===== config.mk =====
export PLATFORM = sky130hd
export DESIGN_NAME = spike_train_encoder
export DESIGN_NICKNAME = d
export VERILOG_FILES = /design/src/rtl/spike_train_encoder.sv
export SDC_FILE = /design/constraint.sdc
export NUM_CORES = 1
export LEC_CHECK = 0
export CAP_MARGIN = 25
export CORE_UTILIZATION = 53
export DETAILED_ROUTE_END_ITERATION = 6
export PLACE_DENSITY = 0.83
export SLEW_MARGIN = 40
export SYNTH_ARGS = -nofsm -noshare
export SYNTH_HDL_FRONTEND = slang
export SYNTH_SLANG_ARGS = --single-unit

===== constraint.sdc =====
create_clock -name clk -period 2.1 [get_ports clk]
set_input_delay 0.42 -clock clk [delete_from_list [all_inputs] [get_ports clk]]
set_output_delay 0.42 -clock clk [all_outputs]
set_load 0.005 [all_outputs]

===== src/rtl/spike_train_encoder.sv =====
// Rate-coded spike source: each channel adds its captured 2-bit rate into a
// 2-bit phase accumulator on every timestep and fires on the carry-out.
module spike_train_encoder #(
  parameter int unsigned M         = 8,
  parameter int unsigned FRAME_LEN = 16,
  parameter int unsigned CW        = 8
) (
  input  logic             clk,
  input  logic             reset,
  input  logic             start,
  input  logic             abort,
  input  logic [2*M-1:0]   rates,
  input  logic             tick,
  output logic [M-1:0]     spikes_out,
  output logic             spikes_valid,
  output logic             busy,
  output logic             done,
  output logic [CW-1:0]    timestep
);

  typedef enum logic [1:0] {IDLE, RUN, DONE} state_t;

  state_t           state, state_next;
  logic [2*M-1:0]   rate_q;
  logic [2*M-1:0]   acc_q;
  logic [2*M-1:0]   acc_next;
  logic [M-1:0]     fire;
  logic             accept_start;
  logic             step;
  logic             last_step;

  always_comb begin
    accept_start = (state != RUN) && start;
    step         = (state == RUN) && tick;
    last_step    = step && (timestep == CW'(FRAME_LEN - 1));
  end

  always_comb begin
    logic [2:0] sum;
    sum      = '0;
    fire     = '0;
    acc_next = '0;
    for (int unsigned i = 0; i < M; i++) begin
      sum                  = {1'b0, acc_q[2*i +: 2]} + {1'b0, rate_q[2*i +: 2]};
      fire[i]              = sum[2];
      acc_next[2*i +: 2]   = sum[1:0];
    end
  end

  always_comb begin
    state_next = state;
    if (abort) begin
      state_next = IDLE;
    end else begin
      unique case (state)
        IDLE, DONE: if (start) state_next = RUN;
        RUN:        if (last_step) state_next = DONE;
        default:    state_next = IDLE;
      endcase
    end
  end

  always_ff @(posedge clk or negedge reset) begin
    if (!reset) state <= IDLE;
    else        state <= state_next;
  end

  // Abort outranks start, and an accepted start swallows a same-cycle tick.
  always_ff @(posedge clk or negedge reset) begin
    if (!reset) begin
      rate_q       <= '0;
      acc_q        <= '0;
      spikes_out   <= '0;
      spikes_valid <= 1'b0;
      done         <= 1'b0;
      timestep     <= '0;
    end else begin
      spikes_out   <= '0;
      spikes_valid <= 1'b0;
      done         <= 1'b0;
      if (abort) begin
        rate_q   <= '0;
        acc_q    <= '0;
        timestep <= '0;
      end else if (accept_start) begin
        rate_q   <= rates;
        acc_q    <= '0;
        timestep <= '0;
      end else if (step) begin
        acc_q        <= acc_next;
        spikes_out   <= fire;
        spikes_valid <= 1'b1;
        done         <= last_step;
        timestep     <= timestep + CW'(1);
      end
    end
  end

  assign busy = (state == RUN);

endmodule


=== Word-level counts from Yosys, hierarchy flattened ===
Index checks and enable logic that the tools add are counted.

* Register bits: 52
* Input bits: 21
* Output and inout bits: 19
* Logic and storage cells: 51

* Add/sub/neg operators: 9
* Eq/ne operators: 6
* Muxes and demuxes: 21
* Reductions and logical operators: 8

{| class="wikitable"
|+ Operators with widths
! operator !! number
|-
| $mux W16 || 5
|-
| $mux W8 || 6
|-
| $add A2 B2 Y3 || 8
|-
| $add A8 B1 Y8 const B || 1
|-
| $eq A8 B4 Y1 const B || 1
|-
| $mux W1 || 6
|-
| $mux W2 || 3
|-
| $pmux W2 S2 || 1
|-
| $logic_and A1 B1 Y1 || 3
|-
| $ne A3 B2 Y1 const B || 1
|-
| $ne A3 B3 Y1 const B || 1
|-
| $reduce_bool A3 Y1 || 1
|-
| $eq A2 B1 Y1 const B || 1
|-
| $eq A2 B2 Y1 const B || 1
|-
| $logic_not A2 Y1 || 1
|-
| $ne A2 B1 Y1 const B || 1
|-
| $reduce_and A2 Y1 || 1
|-
| $reduce_bool A2 Y1 || 1
|-
| $reduce_or A2 Y1 || 1
|}

=== Logic depth before layout (Yosys ltp) ===
Gate-level depths: netlist of the first run.

* Depth after elaboration: 6
* Depth in mapped cells: 7
* Mapped depth without buffers: 4

=== Worst setup path before layout of the first run ===
OpenSTA, ideal clock, no wires.

* Kind: register to register
* From: register timestep[4]
* To: register state[0]
* Data arrival time: 1.388 ns
* Data required time: 1.979 ns
* Path slack: 0.590 ns
* Cell stages (with the launch flop): 4
* Buffers on the path: 0
* Period minus slack after synthesis: 1.510 ns
* Path through: dfrtp_1 > or4_1 > or3_4 > o2bb2ai_1

* Longest elaborated chain between the ends: 4

{| class="wikitable"
|+ RTL lines
! element !! RTL line !! text
|-
| from (decl) || 18 || <nowiki>output logic [CW-1:0] timestep</nowiki>
|-
| from (signal assigned) || 94 || <nowiki>timestep <= timestep + CW'(1);</nowiki>
|-
| $eq A8 B4 Y1 || 35 || <nowiki>last_step = step && (timestep == CW'(FRAME_LEN - 1));</nowiki>
|-
| $logic_and A1 B1 Y1 || 35 ||
|-
| $ne A3 B2 Y1 (no line) || n/a ||
|-
| $reduce_and A2 Y1 (no line) || n/a ||
|-
| to (signal assigned) || 65 || <nowiki>else state <= state_next;</nowiki>
|-
| to (decl) || 23 || <nowiki>state_t state, state_next;</nowiki>
|}

No other way between the ends.
A chain may end at the register's enable or synchronous reset.

=== Final worst setup path of the first run ===
* From: register state[1]
* To: output busy

* Longest elaborated chain between the ends: 1

{| class="wikitable"
|+ RTL lines
! element !! RTL line !! text
|-
| $eq A2 B1 Y1 || 99 || <nowiki>assign busy = (state == RUN);</nowiki>
|-
| to (decl) || 16 || <nowiki>output logic busy,</nowiki>
|}

No other way between the ends.

==> results.py, run 1 <==
metrics = {
    "clocking": {
        "htreeDepth": 2,
        "post_cts_buffers": 0,
        "cts_resized": 0,
        "cts_buffer_depth": 2,
        "cts.clk_slew.worst_paths_ns": 0.11,
        "cts-root-buf": "clkbuf_8",
        "hold_buffers": 0,
        "cts_buffers": 5,
        "cts_sinks": 52,
        "tritoncts": "done",
        "clock_latency_ns": 0.32,
    },
    "timing": {
        "rsz0062_at_grt": "false",
        "fin_setup_tns_ns": 0,
        "drv_slew": 0,
        "hold_viol": 0,
        "worst_pin_slew_ns": 0.3085,
        "finClkSkew_ns": 0.01422,
        "max_freq_mhz": 504.7,
        "setup_viol": 0,
        "post-route-period-util_pct": 94.36,
        "period_needed_ns": 1.982,
        "maxSlewHeadroom_pct": 79.40,
    },
    "finish": {
        "fin_area_sq_mm": 0.002994,
        "multi_input_area_sq_mm": 0.001042,
        "layout.nets": 316,
        "layout.area.seq_sq_mm": 0.001301,
        "post-route-util_pct": 67.83,
        "syn_to_final_growth_pct": 21.53,
        "antenna-diode-count": 0,
        "fillers": 339,
        "layout-drive-gt1-share_pct": 8.602,
    },
    "global_routing": {
        "grt_overflow_total": 0,
        "grt_start_max_net_pins": 53,
        "grt_first_pass_wirelength_mm": 9.183,
        "antenna_found_initial": 0,
        "grt_pass1_vias": 1880,
        "grt_use_total_pct": 24.52,
    },
    "yosys": {
        "synth-seq-cells": 52,
        "post_synth_num_cell_types": 37,
        "synth_nets": 276,
        "syn_inst": 238,
        "syn-cell-area_sq_mm": 0.002464,
        "yosysWarnings": 0,
        "async_reset_ff_share_pct": 100.0,
        "ys_top_cells_by_area": "dfrtp_1 (53%), a21oi_1 (7.1%), fa_1 (6.5%)",
        "yosys.area.top_type": "dfrtp_1",
        "synth_seq_area_share_pct": 52.82,
        "ys.flop_type": "dfrtp_1",
        "synth_top_area_share_pct": 52.82,
        "synth_edf_count": 0,
        "syn_area_per_cell_sq_um": 10.35,
    },
    "worst_setup_path": {
        "path_class": "reg2out",
        "path_max_fanout": 6,
        "crit_arrival_ns": 1.56,
        "critPathCaptureType": "primary output",
        "critical_path_required_ns": 1.68,
        "cp-start-kind": "flop",
    },
    "floorplan": {
        "die_w_um": 70.18,
        "coreArea_sq_mm": 0.004414,
        "start_util_pct": 55.81,
        "die_y_um": 70.18,
        "die_area_sq_mm": 0.004925,
        "rows": 24,
        "io_pins": 40,
    },
    "pwr": {
        "leakagePower_nw": 1.346,
        "peakVddDrop_mv": 0.3238,
        "powerDensity_mw_per_mm2": 633.8,
    },
    "routing": {
        "drc_errors": 0,
        "wl_mm": 5.482,
        "drt_iter0_markers": 180,
        "avgViaCountPerCell": 5.731,
        "vias": 1897,
        "ant_nets": 0,
        "first_pass_iters": 4,
        "wl_per_cell_um": 16.56,
    },
    "place": {
        "placed_area_sq_mm": 0.002900,
        "io_buffer_count": 39,
        "post-dp-hpwl_mm": 3.427,
        "routabilityCongestion": 0.9038,
    },
    "run": {
        "cap_violations": 0,
    },
    "hold_path": {
        "hold_class": "in2async",
    },
    "status": {
        "status": "finished, final reports clean",
    },
}
## critical path, cell delays in order (launching register included)
cell and delay (ns):
dfrtp_1 0.44, nand2b_1 0.18, inv_1 0.12, clkdlybuf4s50_1 0.51
## cells in the final DEF (no fill, tap or decap), drive strengths merged, types with 2 or more instances in the layout
master / count
dfrtp: 52
clkdlybuf4s50: 38
a21oi: 36
nand2: 34
o21ai: 20
nand3: 19
buf: 10
ha: 9
inv: 9
fa: 8
and2: 7
nor2: 7
clkbuf: 5
or3: 4
nand2b: 2
or4: 2
nand4: 2
## cell families after synthesis
kind of cell               synth area share (%)
DFF                                       52.82
muxes                                    0.4571
xor gates and xnor gates                 0.7112
and+or+nand+nor                           16.81
adders and majority gates                 11.07
buffers and inverters                     4.875
AOI/OAI and AO/OA                         13.26
## where the power goes
part	total (mW)	switching, mW	internal, mW	leakage (nW)
clock network	0.617	0.373	0.244	0.0452
registers	1.05	0.0217	1.03	0.716
logic	0.231	0.137	0.0935	0.584
total	1.90	0.532	1.37	1.35
## layout make-up
type                    instances  area share (%)
clock buffers                   5           2.298
clock inverters                 3          0.8358
inverters                       7          0.8776
multi-input cells             164           34.81
flip-flops and latches         52           43.46
well taps                      52           2.173
repair buffers                 48           15.55
## state kept, by name, indices dropped and copies added, names as in the netlist
name / flops
acc_q: 16
done: 1
rate_q: 16
spikes_out: 8
spikes_valid: 1
state: 2
timestep: 8
## layer usage
| layer | wire [um] | vias up | global-route usage, % | part of all wire (%) |
|---|---|---|---|---|
| met5 | 0 | - | 0 | 0 |
| met4 | 138 | 0 | 10.89 | 2.5 |
| met3 | 304 | 13 | 4.906 | 5.5 |
| met2 | 2735 | 65 | 38.46 | 50 |
| met1 | 2305 | 925 | 33.20 | 42 |
| li1 | - | 894 | - | - |
## stage by stage
| stage | setup slack [ns] | hold slack, ns | power, mW | cells |
|---|---|---|---|---|
| after CTS | 0.1333 | 0.08798 | 1.903 | 331 |
| final | 0.1185 | 0.07232 | 1.898 | 331 |
| after floorplan | 0.5901 | 0.1244 | 1.187 | 238 |
| after detailed placement | 0.1988 | 0.4346 | 1.299 | 323 |
| after global placement | 0.2421 | 0.4314 | 1.291 | 323 |
| after global routing | 0.06132 | 0.09529 | 1.968 | 331 |
## synth_stat cells, drive strengths merged (2+ instances only)
library cell	number
a21oi	36
and2	7
buf	9
clkbuf	6
dfrtp	52
fa	8
ha	9
inv	7
nand2	34
nand2b	2
nand3	19
nand4	2
nor2	7
o21ai	20
or3	4
or4	2
## path summary, 6_finish.rpt
check / start / endpoint / slack, ns / cells after the start
min in group clk: acc_q[4]$_DFFE_PN0P_ / acc_q[4]$_DFFE_PN0P_ / 0.53 / 2
min: reset / spikes_out[2]$_DFF_PN0_ / 0.07 / 2
max reg2reg: state[1]$_DFFE_PN0P_ / acc_q[15]$_DFFE_PN0P_ / 0.47 / 6
min reg2reg: acc_q[4]$_DFFE_PN0P_ / acc_q[4]$_DFFE_PN0P_ / 0.53 / 2
max: state[1]$_DFFE_PN0P_ / busy / 0.12 / 3
max in group asynchronous: reset / timestep[3]$_DFFE_PN0P_ / 1.79 / 2
Power figures use the tool's default switching activity.
==> inputs of run 2 (changes only) <==
- clock period: 2.1 -> 1.89 ns (I/O delays scaled with it)
==> run 2 against run 1 <==
  * Setup slack lost 0.014 ns
  * Core utilization grew 0.48 points
  * Routed wire length shrank 2.2%
  * Non-clock buffer count is the same
  * Combinational power grew 13%
  * Largest cell class unchanged
  * Clock power grew 8.4%
  * Sequential power grew 11%
  * Power grew 11%
  * Highest routed layer unchanged
==> results.py, run 2 (synthesized netlist as in run 1, its figures left out) <==
metrics = {
    "floorplan": {
        "die_y_um": 70.18,
        "coreArea_sq_mm": 0.004414,
        "io_pins": 40,
        "die_w_um": 70.18,
        "die_area_sq_mm": 0.004925,
        "rows": 24,
        "start_util_pct": 55.81,
    },
    "timing": {
        "worst_slack_ns": 0.1042,
        "hold_viol": 0,
        "worst_pin_slew_ns": 0.5023,
        "setup_viol": 0,
        "fin_setup_tns_ns": 0,
        "period_needed_ns": 1.786,
        "rsz0062_at_grt": "false",
        "post-route-period-util_pct": 94.49,
        "finClkSkew_ns": 0.007082,
        "max_freq_mhz": 560.0,
        "holdWs_ns": 0.02056,
        "maxSlewHeadroom_pct": 66.51,
        "drv_slew": 0,
    },
    "pwr": {
        "internal-power_mw": 1.549,
        "p_sw_share_pct": 26.19,
        "p_switching_mw": 0.5495,
        "p_comb_share_pct": 12.4,
        "power.clock.fraction_pct": 31.9,
        "powerDensity_mw_per_mm2": 695.9,
        "pwr-share-seq_pct": 55.7,
        "peakVddDrop_mv": 0.5009,
        "finalPower_mw": 2.098,
        "leakagePower_nw": 1.347,
    },
    "global_routing": {
        "grt_pass1_vias": 1887,
        "grt_start_max_net_pins": 33,
        "use_met3_pct": 4.618,
        "grtUsageMet2_pct": 38.68,
        "top_usage_layer": "met2",
        "grt_use_total_pct": 23.54,
        "grtUsageMet1_pct": 32.10,
        "grt_overflow_total": 0,
        "grt_first_pass_wirelength_mm": 9.059,
        "antenna_found_initial": 0,
    },
    "place": {
        "place_ws_ns": 0.005799,
        "io_buffer_count": 39,
        "dp_cells": 322,
        "routabilityCongestion": 0.8635,
        "post-dp-hpwl_mm": 3.514,
        "placed_area_sq_mm": 0.002905,
    },
    "clocking": {
        "clock_latency_ns": 0.31,
        "htreeDepth": 2,
        "cts_buffers": 5,
        "hold_buffers": 0,
        "tritoncts": "done",
        "cts_sinks": 52,
        "cts-root-buf": "clkbuf_8",
        "cts_buffer_depth": 2,
        "cts.clk_slew.worst_paths_ns": 0.10,
    },
    "routing": {
        "vias": 1904,
        "first_pass_iters": 4,
        "avgViaCountPerCell": 5.752,
        "wl_per_cell_um": 16.19,
        "ant_nets": 0,
        "wl_mm": 5.359,
        "drt_iter0_markers": 162,
        "drc_errors": 0,
    },
    "hold_path": {
        "hold_class": "in2async",
    },
    "finish": {
        "most-common-layout-cells": "dfrtp_1 (51), clkdlybuf4s50_1 (38), a21oi_1 (35), nand2_1 (34)",
        "final_common_cell": "dfrtp_1",
        "layout.nets": 316,
        "antenna-diode-count": 0,
        "layout-drive-gt1-share_pct": 9.319,
        "syn_to_final_growth_pct": 22.40,
        "post-route-util_pct": 68.31,
        "fin_area_sq_mm": 0.003015,
        "fin_cells": 331,
        "largestRegisters": "acc_q (16), rate_q (16)",
    },
    "worst_setup_path": {
        "cp_cell_sequence": "nand2b_4 > inv_2 > clkdlybuf4s50_1",
        "cp_slowest_cell": "clkdlybuf4s50_1",
        "critical_path.max_stage_delay_ns": 0.49,
        "crit_buf_inv": 2,
        "path_delay_family": "buffers and inverters",
        "path_max_fanout": 2,
        "crit_arrival_ns": 1.41,
        "critPathCaptureType": "primary output",
        "path_class": "reg2out",
        "cp-start-kind": "flop",
        "critical_path_required_ns": 1.51,
    },
    "status": {
        "status": "finished, final reports clean",
    },
    "run": {
        "cap_violations": 0,
    },
}
[run 2: changes by cell type in the layout (fill, tap and decap cells not counted), sizes merged]
cell	previous run	this run
clkbuf	5	7
inv	9	7
[run 2: final cells by class]
class                   count  area [sq um]
inverters                   7         26.28
well taps                  52         65.06
clock buffers               7         86.33
clock inverters             1         7.507
multi-input cells         164          1050
flip-flops and latches     52          1303
repair buffers             48         478.0
fillers                   346          1399
[run 2: what timing repair did]
item                                    in CTS  in global routing
pin swaps                                    0                  0
buffers inserted                             1                  0
endpoints found under the setup margin       1                  1
resized for setup                            0                  3
[run 2: layer usage]
layer | part of all wire [%] | up-vias | wire length [um]
li1 | - | 894 | -
met1 | 44 | 943 | 2341
met2 | 50 | 59 | 2706
met3 | 4.3 | 8 | 230
met4 | 1.5 | 0 | 81
met5 | 0 | - | 0
[run 2: power by group through the flow]
stage / combinational [mW] / sequential (mW) / clock, mW
2_1_floorplan: 0.136 / 1.18 / 0
3_3_place_gp: 0.251 / 1.19 / 0
3_5_place_dp: 0.260 / 1.19 / 0
4_1_cts: 0.261 / 1.17 / 0.684
5_1_grt: 0.289 / 1.17 / 0.721
6_report: 0.261 / 1.17 / 0.669
[run 2: final timing paths]
check	startpoint	end	slack, ns	cells after the start
hold / removal	reset	acc_q[7]$_DFFE_PN0P_	0.02	1
hold reg to reg	acc_q[0]$_DFFE_PN0P_	acc_q[0]$_DFFE_PN0P_	0.55	2
max in group asynchronous	reset	state[0]$_DFFE_PN0P_	1.32	2
setup / recovery	state[1]$_DFFE_PN0P_	busy	0.10	3
setup reg to reg	state[1]$_DFFE_PN0P_	timestep[5]$_DFFE_PN0P_	0.30	4
min in group clk	acc_q[0]$_DFFE_PN0P_	acc_q[0]$_DFFE_PN0P_	0.55	2
==> inputs of run 3 (changes only) <==
- CORE_MARGIN: unset -> 2
- SKIP_LAST_GASP: unset -> 1
- TNS_END_PERCENT: unset -> 30
==> run 3 against run 2 <==
  * Clock skew increased by 0.0015 ns
  * Cell count increased by 1.5%
  * Sequential power about the same
  * Register-to-register slack about the same
  * Via count increased by 1.1%
  * Sequential share of layout area decreased by 0.60 points
  * Non-clock buffer count increased by 5
  * Design area increased by 1.4%
  * Sequential cell count unchanged
  * Routed wire length increased by 1.9%
  * Worst hold slack improved by 0.028 ns
  * Critical path type unchanged
  * Highest routed layer unchanged
==> results.py, run 3 (synthesized netlist as in run 1, its figures left out) <==
metrics = {
    "status": {
        "status": "finished, final reports clean",
    },
    "global_routing": {
        "grt_first_pass_wirelength_mm": 9.225,
        "grt_overflow_total": 0,
        "grt_pass1_vias": 1904,
        "antenna_found_initial": 0,
        "grt_use_total_pct": 22.95,
        "grt_start_max_net_pins": 53,
    },
    "clocking": {
        "tritoncts": "done",
        "cts-root-buf": "clkbuf_8",
        "clock_latency_ns": 0.31,
        "htreeDepth": 2,
        "cts.clk_slew.worst_paths_ns": 0.09,
        "cts_sinks": 52,
        "cts_buffers": 5,
        "cts_buffer_depth": 2,
    },
    "timing": {
        "hold_viol": 0,
        "rsz0062_at_grt": "false",
        "post-route-period-util_pct": 94.61,
        "period_needed_ns": 1.788,
        "max_freq_mhz": 559.3,
        "setup_viol": 0,
        "holdWs_ns": 0.04862,
        "worst_slack_ns": 0.1019,
        "maxSlewHeadroom_pct": 78.59,
        "fin_setup_tns_ns": 0,
        "drv_slew": 0,
        "worst_pin_slew_ns": 0.3208,
        "finClkSkew_ns": 0.008617,
    },
    "worst_setup_path": {
        "critical_path_required_ns": 1.51,
        "critical_path.max_stage_delay_ns": 0.50,
        "r2r-start": "state[1]$_DFFE_PN0P_",
        "path_delay_family": "buffers and inverters",
        "cp_slowest_cell": "clkdlybuf4s50_1",
        "cp-start-kind": "flop",
        "path_class": "reg2out",
        "worstReg2RegEnd": "timestep[4]$_DFFE_PN0P_",
        "critPathCaptureType": "primary output",
        "cp_cell_sequence": "nand2b_4 > inv_2 > clkdlybuf4s50_1",
        "reg2reg_depth": 4,
        "rrSetupSlack_ns": 0.31,
        "crit_arrival_ns": 1.41,
        "crit_buf_inv": 2,
        "path_max_fanout": 3,
    },
    "routing": {
        "wl_per_cell_um": 16.25,
        "ant_nets": 0,
        "avgViaCountPerCell": 5.726,
        "drt_iter0_markers": 187,
        "drc_errors": 0,
        "vias": 1924,
        "wl_mm": 5.460,
        "first_pass_iters": 4,
    },
    "hold_path": {
        "hold_class": "in2async",
    },
    "place": {
        "post-dp-hpwl_mm": 3.555,
        "io_buffer_count": 39,
        "placed_area_sq_mm": 0.002923,
        "place_ws_ns": 0.01766,
        "dp_cells": 326,
        "routabilityCongestion": 0.9051,
    },
    "floorplan": {
        "start_util_pct": 55.81,
        "die_y_um": 72.18,
        "coreArea_sq_mm": 0.004414,
        "io_pins": 40,
        "rows": 24,
        "die_w_um": 72.18,
        "die_area_sq_mm": 0.005210,
    },
    "pwr": {
        "powerDensity_mw_per_mm2": 721.9,
        "p_switching_mw": 0.5604,
        "p_sw_share_pct": 25.39,
        "power.clock.fraction_pct": 35.0,
        "internal-power_mw": 1.647,
        "p_comb_share_pct": 12.1,
        "peakVddDrop_mv": 0.4638,
        "pwr-share-seq_pct": 53.0,
        "leakagePower_nw": 1.378,
        "finalPower_mw": 2.208,
    },
    "finish": {
        "largestRegisters": "acc_q (16), rate_q (16)",
        "syn_to_final_growth_pct": 24.12,
        "fin_area_sq_mm": 0.003058,
        "fin_cells": 336,
        "antenna-diode-count": 0,
        "post-route-util_pct": 69.27,
        "most-common-layout-cells": "dfrtp_1 (51), clkdlybuf4s50_1 (38), a21oi_1 (35), nand2_1 (34)",
        "final_common_cell": "dfrtp_1",
        "layout.nets": 321,
        "layout-drive-gt1-share_pct": 11.27,
    },
    "run": {
        "cap_violations": 0,
    },
}
[run 3: per-layer routing]
layer / share of wire, % / wire length [um] / track usage [%]
met4: 1.8 / 99 / 6.289
met3: 6.0 / 325 / 4.861
met5: 0 / 0 / 0
met2: 49 / 2694 / 38.84
met1: 43 / 2340 / 30.16
[run 3: cell type report]
class | count | area [sq um]
Clock buffer | 5 | 68.82
Clock inverter | 3 | 42.54
Fill cell | 339 | 1356
Inverter | 7 | 26.28
Multi-Input combinational cell | 164 | 1050
Sequential cell | 52 | 1303
Tap cell | 52 | 65.06
Timing Repair Buffer | 53 | 503.0
[run 3: worst max-delay path by stage]
stage | startpoint | end | slack (ns) | depth (start not counted)
after floorplan | timestep[4]$_DFFE_PN0P_ | state[0]$_DFFE_PN0P_ | 0.38 | 3
after global placement | tick | timestep[5]$_DFFE_PN0P_ | 0.07 | 4
after detailed placement | tick | timestep[4]$_DFFE_PN0P_ | 0.02 | 4
after CTS | state[0]$_DFFE_PN0P_ | busy | 0.02 | 3
after global routing | state[1]$_DFFE_PN0P_ | busy | 0.04 | 3
final | state[1]$_DFFE_PN0P_ | busy | 0.10 | 3
[run 3: repair_timing]
action	in CTS	in global routing
setup endpoints to repair	1	1
setup buffers	1	1
pin swaps	0	0
hold buffers	0	0
resized for setup	1	2
[run 3: power by group through the flow]
stage	combinational (mW)	sequential [mW]	clock [mW]
after floorplan	0.136	1.18	0
after global placement	0.254	1.19	0
after detailed placement	0.260	1.19	0
after CTS	0.262	1.17	0.774
after global routing	0.298	1.17	0.815
final	0.267	1.17	0.772
